==> src/rtl/iob_dbus_router.sv <==
// iob_dbus_router: address-decoded CPU data-bus router tracking one outstanding transaction.
// Define DBUS_TIMEOUT_EN to add a watchdog that terminates hung slave transactions.
module iob_dbus_router #(
    parameter int ADDR_W   = 32,
    parameter int DATA_W   = 32,
    parameter int N_SLAVES = 4,
    parameter int SEL_W    = 2,
    parameter int TIMEOUT  = 1024,
    localparam int REQ_W   = 1 + ADDR_W + DATA_W + DATA_W/8,
    localparam int RESP_W  = DATA_W + 1
) (
    input  logic                         clk,
    input  logic                         resetn,
    input  logic [REQ_W-1:0]             m_req,
    output logic [RESP_W-1:0]            m_resp,
    output logic [N_SLAVES*REQ_W-1:0]    s_req,
    input  logic [N_SLAVES*RESP_W-1:0]   s_resp,
    output logic [1:0]                   err
);
    typedef enum logic [1:0] {IDLE, BUSY, DERR} state_t;
    state_t state, state_n;
    logic [SEL_W-1:0] sel_reg, idx;
    logic [RESP_W-1:0] resp [2**SEL_W];
    logic [REQ_W-1:0] fwd;
    logic valid, dec, derr_q, tout_q, expire;
    assign valid = m_req[REQ_W-1];
    assign idx   = m_req[REQ_W-2 -: SEL_W];
    assign dec   = int'(idx) < N_SLAVES;
    assign fwd   = {valid && state == IDLE, m_req[REQ_W-2:0]};
    assign err   = {tout_q, derr_q};
    if (TIMEOUT < 2) begin : g_bad_timeout
        $error("TIMEOUT must be >= 2");
    end
    // Unpopulated index slots read as an idle response so a stray index never returns ready.
    for (genvar k = 0; k < 2**SEL_W; k++) begin : g_slv
        if (k < N_SLAVES) begin : g_port
            assign resp[k] = s_resp[k*RESP_W +: RESP_W];
            assign s_req[k*REQ_W +: REQ_W] = (resetn && idx == SEL_W'(k)) ? fwd : '0;
        end else begin : g_pad
            assign resp[k] = '0;
        end
    end
    always_comb begin
        state_n = state;
        m_resp  = '0;
        case (state)
            IDLE: begin
                if (valid) state_n = !dec ? DERR : resp[idx][0] ? IDLE : BUSY;
                m_resp = (valid && dec && resp[idx][0]) ? resp[idx] : '0;
            end
            BUSY: begin
                if (resp[sel_reg][0]) begin
                    m_resp  = resp[sel_reg];
                    state_n = IDLE;
                end else if (expire) begin
                    m_resp  = {DATA_W'(32'hDEADBEEF), 1'b1};
                    state_n = IDLE;
                end
            end
            DERR: begin
                m_resp  = RESP_W'(1);
                state_n = IDLE;
            end
            default: state_n = IDLE;
        endcase
        if (!resetn) m_resp = '0;
    end
    always_ff @(posedge clk or negedge resetn) begin
        if (!resetn) begin
            state   <= IDLE;
            sel_reg <= '0;
            derr_q  <= 1'b0;
        end else begin
            state <= state_n;
            if (state == IDLE && valid && dec) sel_reg <= idx;
            if (state == IDLE && valid && !dec) derr_q <= 1'b1;
        end
    end
`ifdef DBUS_TIMEOUT_EN
    localparam int TW = $clog2(TIMEOUT);
    logic [TW-1:0] timer;
    assign expire = state == BUSY && timer == TW'(TIMEOUT-1);
    always_ff @(posedge clk or negedge resetn) begin
        if (!resetn) begin
            timer  <= '0;
            tout_q <= 1'b0;
        end else begin
            timer <= state == BUSY ? timer + 1'b1 : '0;
            if (expire && !resp[sel_reg][0]) tout_q <= 1'b1;
        end
    end
`else
    assign expire = 1'b0;
    assign tout_q = 1'b0;
`endif
endmodule

==> config.mk <==
export PLATFORM = sky130hd
export DESIGN_NAME = iob_dbus_router
export DESIGN_NICKNAME = d
export VERILOG_FILES = /design/src/rtl/iob_dbus_router.sv
export SDC_FILE = /design/constraint.sdc
export NUM_CORES = 1
export LEC_CHECK = 0
export BUFFER_PORTS_ARGS = -buffer_cell sky130_fd_sc_hd__buf_4
export CAP_MARGIN = 10
export CORE_AREA = 2 2 201 203
export CTS_BUF_LIST = sky130_fd_sc_hd__clkbuf_4 sky130_fd_sc_hd__clkbuf_8
export DETAILED_ROUTE_END_ITERATION = 8
export DIE_AREA = 0 0 203 205
export MAX_ROUTING_LAYER = met4
export PLACE_DENSITY_LB_ADDON = 0.3
export SYNTH_ARGS = -nofsm -noshare
export SYNTH_HDL_FRONTEND = slang
export SYNTH_SLANG_ARGS = --single-unit
==> constraint.sdc <==
create_clock -name clk -period 4.55 [get_ports clk]
set_input_delay 0.91 -clock clk [delete_from_list [all_inputs] [get_ports clk]]
set_output_delay 0.91 -clock clk [all_outputs]
set_load 0.05 [all_outputs]
-- Word level (Yosys, flattened, before mapping)
Cells that the tools add are included.
- register bits: 4
- bits in latches: 0
- RAM bits: 0
- memory bits (read-only): 0
- bits of input ports: 203
- output and inout bits: 311
- memories: 0
- $add $sub $neg: 0
- multiply operators: 0
- div/mod/pow operators: 0
- $lt $le $gt $ge: 2
- eq/ne operators: 7
- shift operators: 0
- mux-type cells: 18
- bitwise logic cells: 2
- reductions and logical operators: 9
- operators with widths (kind ; count):
    $mux 69 ; 4
    $mux 33 ; 7
    $bmux 33 s2 ; 2
    $pmux 33 s3 ; 1
    $eq 2x2->1 const B ; 3
    $ge 3x3->1 const B ; 2
    $logic_and 1x1->1 ; 6
    $not 2->3 ; 2
    $eq 2x1->1 const B ; 2
    $logic_not 2->1 ; 2
    $mux 2 ; 2
    $ne 2x2->1 const B ; 2
    $pmux 2 s2 ; 1
    $reduce_and 2->1 ; 1
    $mux 1 ; 1

-- Logic depth before layout (Yosys ltp)
Gate-level depths: netlist (run 1).
- depth in word-level cells: 8
- gate-level depth with buffers: 6
- mapped depth without buffers: 3

-- Worst setup path after synthesis (run 1)
No wires, ideal clock.
- path type: input -> output
- from: input port resetn
- to: output port s_req[126]
- arrival time: 2457 ps
- data required time: 3640 ps
- slack: 1183 ps
- cell stages on the path: 5
- cell sequence: clkbuf_1 > nand2_1 > nor2_2 > clkbuf_1 > and2_1
- word-level cells in the longest chain between the ends: 2
- ends and longest elaborated chain (what ; line ; source):
    start, declared ; 13 ; input logic resetn,
    $logic_and 1x1->1 ; 38 ; assign s_req[k*REQ_W +: REQ_W] = (resetn && idx == SEL_W'(k)) ? fwd : '0;
    $mux 69 ; 38 ;
    end, declared ; 16 ; output logic [N_SLAVES*REQ_W-1:0] s_req,
No other way between the ends.

-- Worst setup path in the final report (run 1)
- from: input port m_req[66]
- to: output port m_resp[0]
- word-level cells in the longest chain between the ends: 8
- ends and longest elaborated chain (what ; line ; source):
    start, declared ; 14 ; input logic [REQ_W-1:0] m_req,
    $not 2->3 (implied by the code) (*) ; 49 ; m_resp = (valid && dec && resp[idx][0]) ? resp[idx] : '0;
    $bmux 33 s2 (*) ; 49 ;
    $mux 33 (implied by the code) (*) (2 in a row) ; 49 ;
    $logic_and 1x1->1 ; 49 ;
    $mux 33 (*) ; 49 ;
    $pmux 33 s3 (*) ; 46 ; case (state)
    $mux 33 (*) ; 66 ; if (!resetn) m_resp = '0;
    end, declared ; 15 ; output logic [RESP_W-1:0] m_resp,
Mark *: on every way between the ends. The rest lies on a longest branch, timed or not. The select of a mux whose other input is x is not followed.

==> results.toml, run 1 <==
[run_status]
status = "finished clean"

[yosys]
synth_seq_cells = 3
syn_avg_cell_area_um2 = 9.00
yosys.cell_types.count = 25
synth.cell_area_um2 = 4650
ys_warn_count = 0
postSynthCellCount = 516
ys.flop_type = "dfrtp_1"
ys_seq_area_share_pct = 1.62
ys_async_sr_fraction_pct = 100
synth_edf_count = 0

[finish]
fill_cells = 4342
largest_reg_flops = 2
area_growth_pct = 93.1
insertedDiodeCount = 0
drive_gt1_share_pct = 65.1
final_common_cell = "buf_4"
mostFrequentLayoutCells = "522 x buf_4, 268 x and2_1, 44 x mux4_2, 35 x nand3_1"
fin_nets = 1186
fin_area_um2 = 8970

[drt]
wl_per_cell_um = 17.1
postRouteAntennaNets = 0
viasPerCell = 3.84
num_vias = 5789
drtIter0Drc = 191
wl_mm = 25.8
drc = 0
first_pass_iters = 4

[grt]
grt_usage_pct = 11.5
grt_first_pass_wirelength_mm = 36.1
grt_max_degree = 69
grt_antenna_before_repair = 0
grt_pass1_vias = 5968
gr-total-overflow = 0

[power]
cellPowerDensity_nw_per_um2 = 193
p_sw_uw = 1000
p_int_uw = 731
swShare_pct = 57.8
p_leak_uw = 0.00430
ir_drop_v = 0.0000969
pwr-share-comb_pct = 92.3
clock_power_share_pct = 4.9
sequentialPowerShare_pct = 2.9

[cts]
clk_pin_slew_ns = 0.03
cts_root_buffer = "clkbuf_8"
cts_tree = "built"
cts_made_buffers = 3
cts_resized = 0
clk_path_buf_depth = 2
worst_skew_pair.late_latency_ns = 0.22
post_cts_buffers = 0
clock-sinks = 3
cts_max_level = 1
cts_hold_buf = 0

[setup_path]
crit_start = "m_req[66]"
crit-reg2reg-launch = "state[0]"
crit_buf_inv = 2
crit_family = "multiplexers"
arrival_ns = 2.78
cp_common_cell = "buf_4"
cp-end-kind = "output port"
crit_path_top_delay_cell = "mux4_2"
cp_cell_sequence = "buf_4 > mux4_2 > a22oi_1 > nor2b_1 > buf_4"
crit_type = "in -> out"
worstPathMaxFanout = 34
cpPeakStageDelay_ns = 0.94
start_kind = "input port"
required_ns = 3.64

[timing]
timing.final.crit_period_ns = 3.69
finalSetupTns_ns = 0
rsz0062_at_grt = "false"
drv_slew = 0
setup_ws_ns = 0.859
hold_viol = 0
hold_slack_ns = 0.693
tightest_slew_ns = 0.993
clock.fmax_mhz = 271
clock_skew_ns = 0.000179
period_share_pct = 81.1
setup_viol = 0
timing.slew.headroom_pct = 33.7

[placed_design]
port_buffers = 507
postPlaceCellArea_um2 = 8920
place_congestion = 0.802
preCtsSetupSlack_ns = 0.857
post-dp-hpwl_mm = 20.8

[die]
io_pins = 514
core-area_um2 = 39400
dieWidth_um = 203
fp.dieH_um = 205
num_rows = 73
initial_core_util_pct = 11.8
die_area_um2 = 41600

[min_path]
worst_hold_path_type = "in -> async"

[run]
max-cap-violations = 0
through the flow:
stage               std cells  util [%]  power [µW]
finish                   1507      22.8        1730
global route             1507      22.8        1830
CTS                      1507      22.8        1750
detailed placement       1503      22.7        1660
global placement         1503      22.7        1660
floorplan                 521         -        1170
per-layer routing:
metal	wire length (µm)	vias up	track usage [%]	part of all wire, %
li1	-	2733	-	-
met4	148	0	1.25	0.57
met1	10300	2788	14.2	40
met5	0	-	-	0
met3	1700	10	1.45	6.6
met2	13700	258	20.7	53
cell usage after synthesis, drive strengths merged (2+ instances only):
| master | n | area, µm² |
|---|---|---|
| and2 | 268 | 1680 |
| mux4 | 66 | 1570 |
| nand3 | 64 | 465 |
| buf | 48 | 327 |
| a21boi | 32 | 349 |
| clkbuf | 20 | 75.1 |
| dfrtp | 3 | 75.1 |
| and3 | 2 | 12.5 |
| mux2 | 2 | 22.5 |
| nor2b | 2 | 12.5 |
power groups by stage:
stage	combinational, µW	clock (µW)	sequential [µW]
global placement	1610	0	51.3
detailed placement	1610	0	50.8
finish	1600	84.3	49.9
global route	1690	91.8	52.8
floorplan	1130	0	39.1
CTS	1620	86.8	50.8
cells by family (layout without fill, tap and decap cells):
family | after synthesis | count (layout) | synth area share, %
mux | 68 | 68 | 34.3
other cells | 1 | 6 | 0.0807
flops | 3 | 3 | 1.62
buf+inv | 69 | 530 | 8.73
simple gates | 341 | 341 | 47.5
compound gates | 34 | 34 | 7.86
area by class of cell:
type	count	area (µm²)	area share, %
clock buffer	4	48.8	0.544
multi-input combinational	449	4210	46.9
inverter	1	3.75	0.0418
tap	525	657	7.32
sequential	3	77.6	0.865
timing repair buffer	525	3980	44.4
worst paths after layout:
check	end	slack, ns	depth (start not counted)
setup / recovery	m_resp[0]	0.86	5
min in group clk	sel_reg[0]	0.84	2
hold reg to reg	sel_reg[0]	0.84	2
max in group asynchronous	state[0]	3.62	2
hold / removal	sel_reg[0]	0.69	2
setup reg to reg	sel_reg[1]	2.68	3
Power figures use the tool's default switching activity.
==> run 2, diff against run 1 <==
- CORE_AREA: 2 2 201 203 -> 2 2 200 202
- DIE_AREA: 0 0 203 205 -> 0 0 202 204
- clock period: 4.55 -> 3.3 ns (I/O delays scaled with it)
==> run 2 against run 1 <==
Total power is 38% higher. Clock skew grew 0.00093 ns. First-iteration DRC count is 24% higher. Register-to-register slack got worse by 0.86 ns. Sequential power is 32% higher. Critical endpoint unchanged. Global-route usage up 0.27 points. Die area fell by 0.98%. Final area increased by 0.56%. Largest power group unchanged. Combinational power grew 38%.
==> results.toml, run 2 (synthesis results as in run 1) <==
[placed_design]
place_congestion = 0.762
post-dp-hpwl_mm = 20.5
port_buffers = 507

[finish]
final_common_cell = "buf_4"
regArea_um2 = 77.6
fin_nets = 1184
mostFrequentLayoutCells = "515 x buf_4, 268 x and2_1, 44 x mux4_2, 35 x nand3_1"
fill_cells = 4299
multi_input_area_um2 = 4210
largest_reg_flops = 2
drive_gt1_share_pct = 65.0
area_growth_pct = 94.2

[die]
fp.dieH_um = 204
die_area_um2 = 41200
core-area_um2 = 39200
initial_core_util_pct = 11.9
io_pins = 514
dieWidth_um = 202
num_rows = 73

[drt]
drc = 0
wl_mm = 25.7
num_vias = 5842
drtIter0Drc = 237
viasPerCell = 3.88
postRouteAntennaNets = 0
first_pass_iters = 4
wl_per_cell_um = 17.1

[power]
clock_power_share_pct = 4.7
cellPowerDensity_nw_per_um2 = 264
p_sw_uw = 1370
ir_drop_v = 0.000189
pwr-share-comb_pct = 92.5
p_leak_uw = 0.00431
total_power_uw = 2380
p_int_uw = 1020
sequentialPowerShare_pct = 2.8
swShare_pct = 57.3

[grt]
grt_max_degree = 69
grt_usage_pct = 11.8
grt_pass1_vias = 5959
grt_first_pass_wirelength_mm = 36.6
grt_antenna_before_repair = 1
gr-total-overflow = 0

[cts]
clk_path_buf_depth = 2
cts_hold_buf = 0
cts_root_buffer = "clkbuf_8"
post_cts_buffers = 0
cts_resized = 0
cts_max_level = 1
cts_tree = "built"
clk_pin_slew_ns = 0.03
cts_made_buffers = 3
clock-sinks = 3
worst_skew_pair.late_latency_ns = 0.21

[timing]
finalSetupTns_ns = 0
period_share_pct = 85.3
drv_slew = 0
clock_skew_ns = 0.00111
hold_viol = 0
hold_slack_ns = 0.566
rsz0062_at_grt = "false"
setup_viol = 0
timing.final.crit_period_ns = 2.82
tightest_slew_ns = 0.626
clock.fmax_mhz = 355
timing.slew.headroom_pct = 58.2

[setup_path]
worstPathMaxFanout = 19
crit_type = "in -> out"
reg2reg_to = "state[0]"
crit-reg2reg-launch = "sel_reg[0]"
ff2ff_path_depth = 3
crit_end = "m_resp[0]"
arrival_ns = 2.16
required_ns = 2.64
reg2reg_slack_ns = 1.82
crit_start = "m_req[66]"
start_kind = "input port"
cp-end-kind = "output port"

[run_status]
status = "finished clean"

[min_path]
worst_hold_path_type = "in -> async"

[run]
max-cap-violations = 0
==> run 2: power groups by stage <==
stage                     sequential [µW]  clock (µW)  combinational [µW]
after floorplan                      53.9           0                1560
after global placement               66.2           0                2220
after detailed placement             67.2           0                2230
after CTS                            66.7         117                2240
after global routing                 67.6         121                2340
final                                66.1         113                2200
==> run 2: layer usage <==
layer,part of all wire [%],wire [µm],vias up,track usage (%)
li1,-,-,2735,-
met1,38,9720,2799,13.4
met2,53,13700,289,21.5
met3,7.4,1900,19,2.47
met4,1.3,346,0,1.81
met5,0,0,-,-
==> run 2: worst min-delay path by stage <==
stage	slack [ns]	start	end	cells past startpoint
after detailed placement	0.78	resetn	state[0]	2
after CTS	0.56	resetn	sel_reg[1]	2
after global placement	0.79	resetn	sel_reg[1]	2
after global routing	0.58	resetn	sel_reg[1]	2
final	0.57	resetn	sel_reg[1]	2
after floorplan	0.36	resetn	sel_reg[0]	0
==> run 2: layout make-up <==
cell class                      count  share of cell area (%)
Antenna cell                        1                  0.0277
Clock buffer                        4                   0.541
Inverter                            1                  0.0416
Multi-Input combinational cell    449                    46.6
Sequential cell                     3                   0.860
Tap cell                          525                    7.28
Timing Repair Buffer              523                    44.6
==> run 2: worst max-delay path: stages <==
cell and delay [ns]:
buf_4 0.19, mux4_2 0.66, buf_12 0.21, a22oi_1 0.16, nor2b_1 0.06, buf_4 0.19
==> run 2: stage by stage <==
stage,std cells,cell area [µm²],utilization [%],worst slack [ns]
floorplan,521,4660,-,0.433
global placement,1501,8970,22.9,0.452
detailed placement,1501,8970,22.9,0.468
CTS,1505,9020,23.0,0.421
global route,1505,9020,23.0,0.314
finish,1506,9020,23.0,0.484
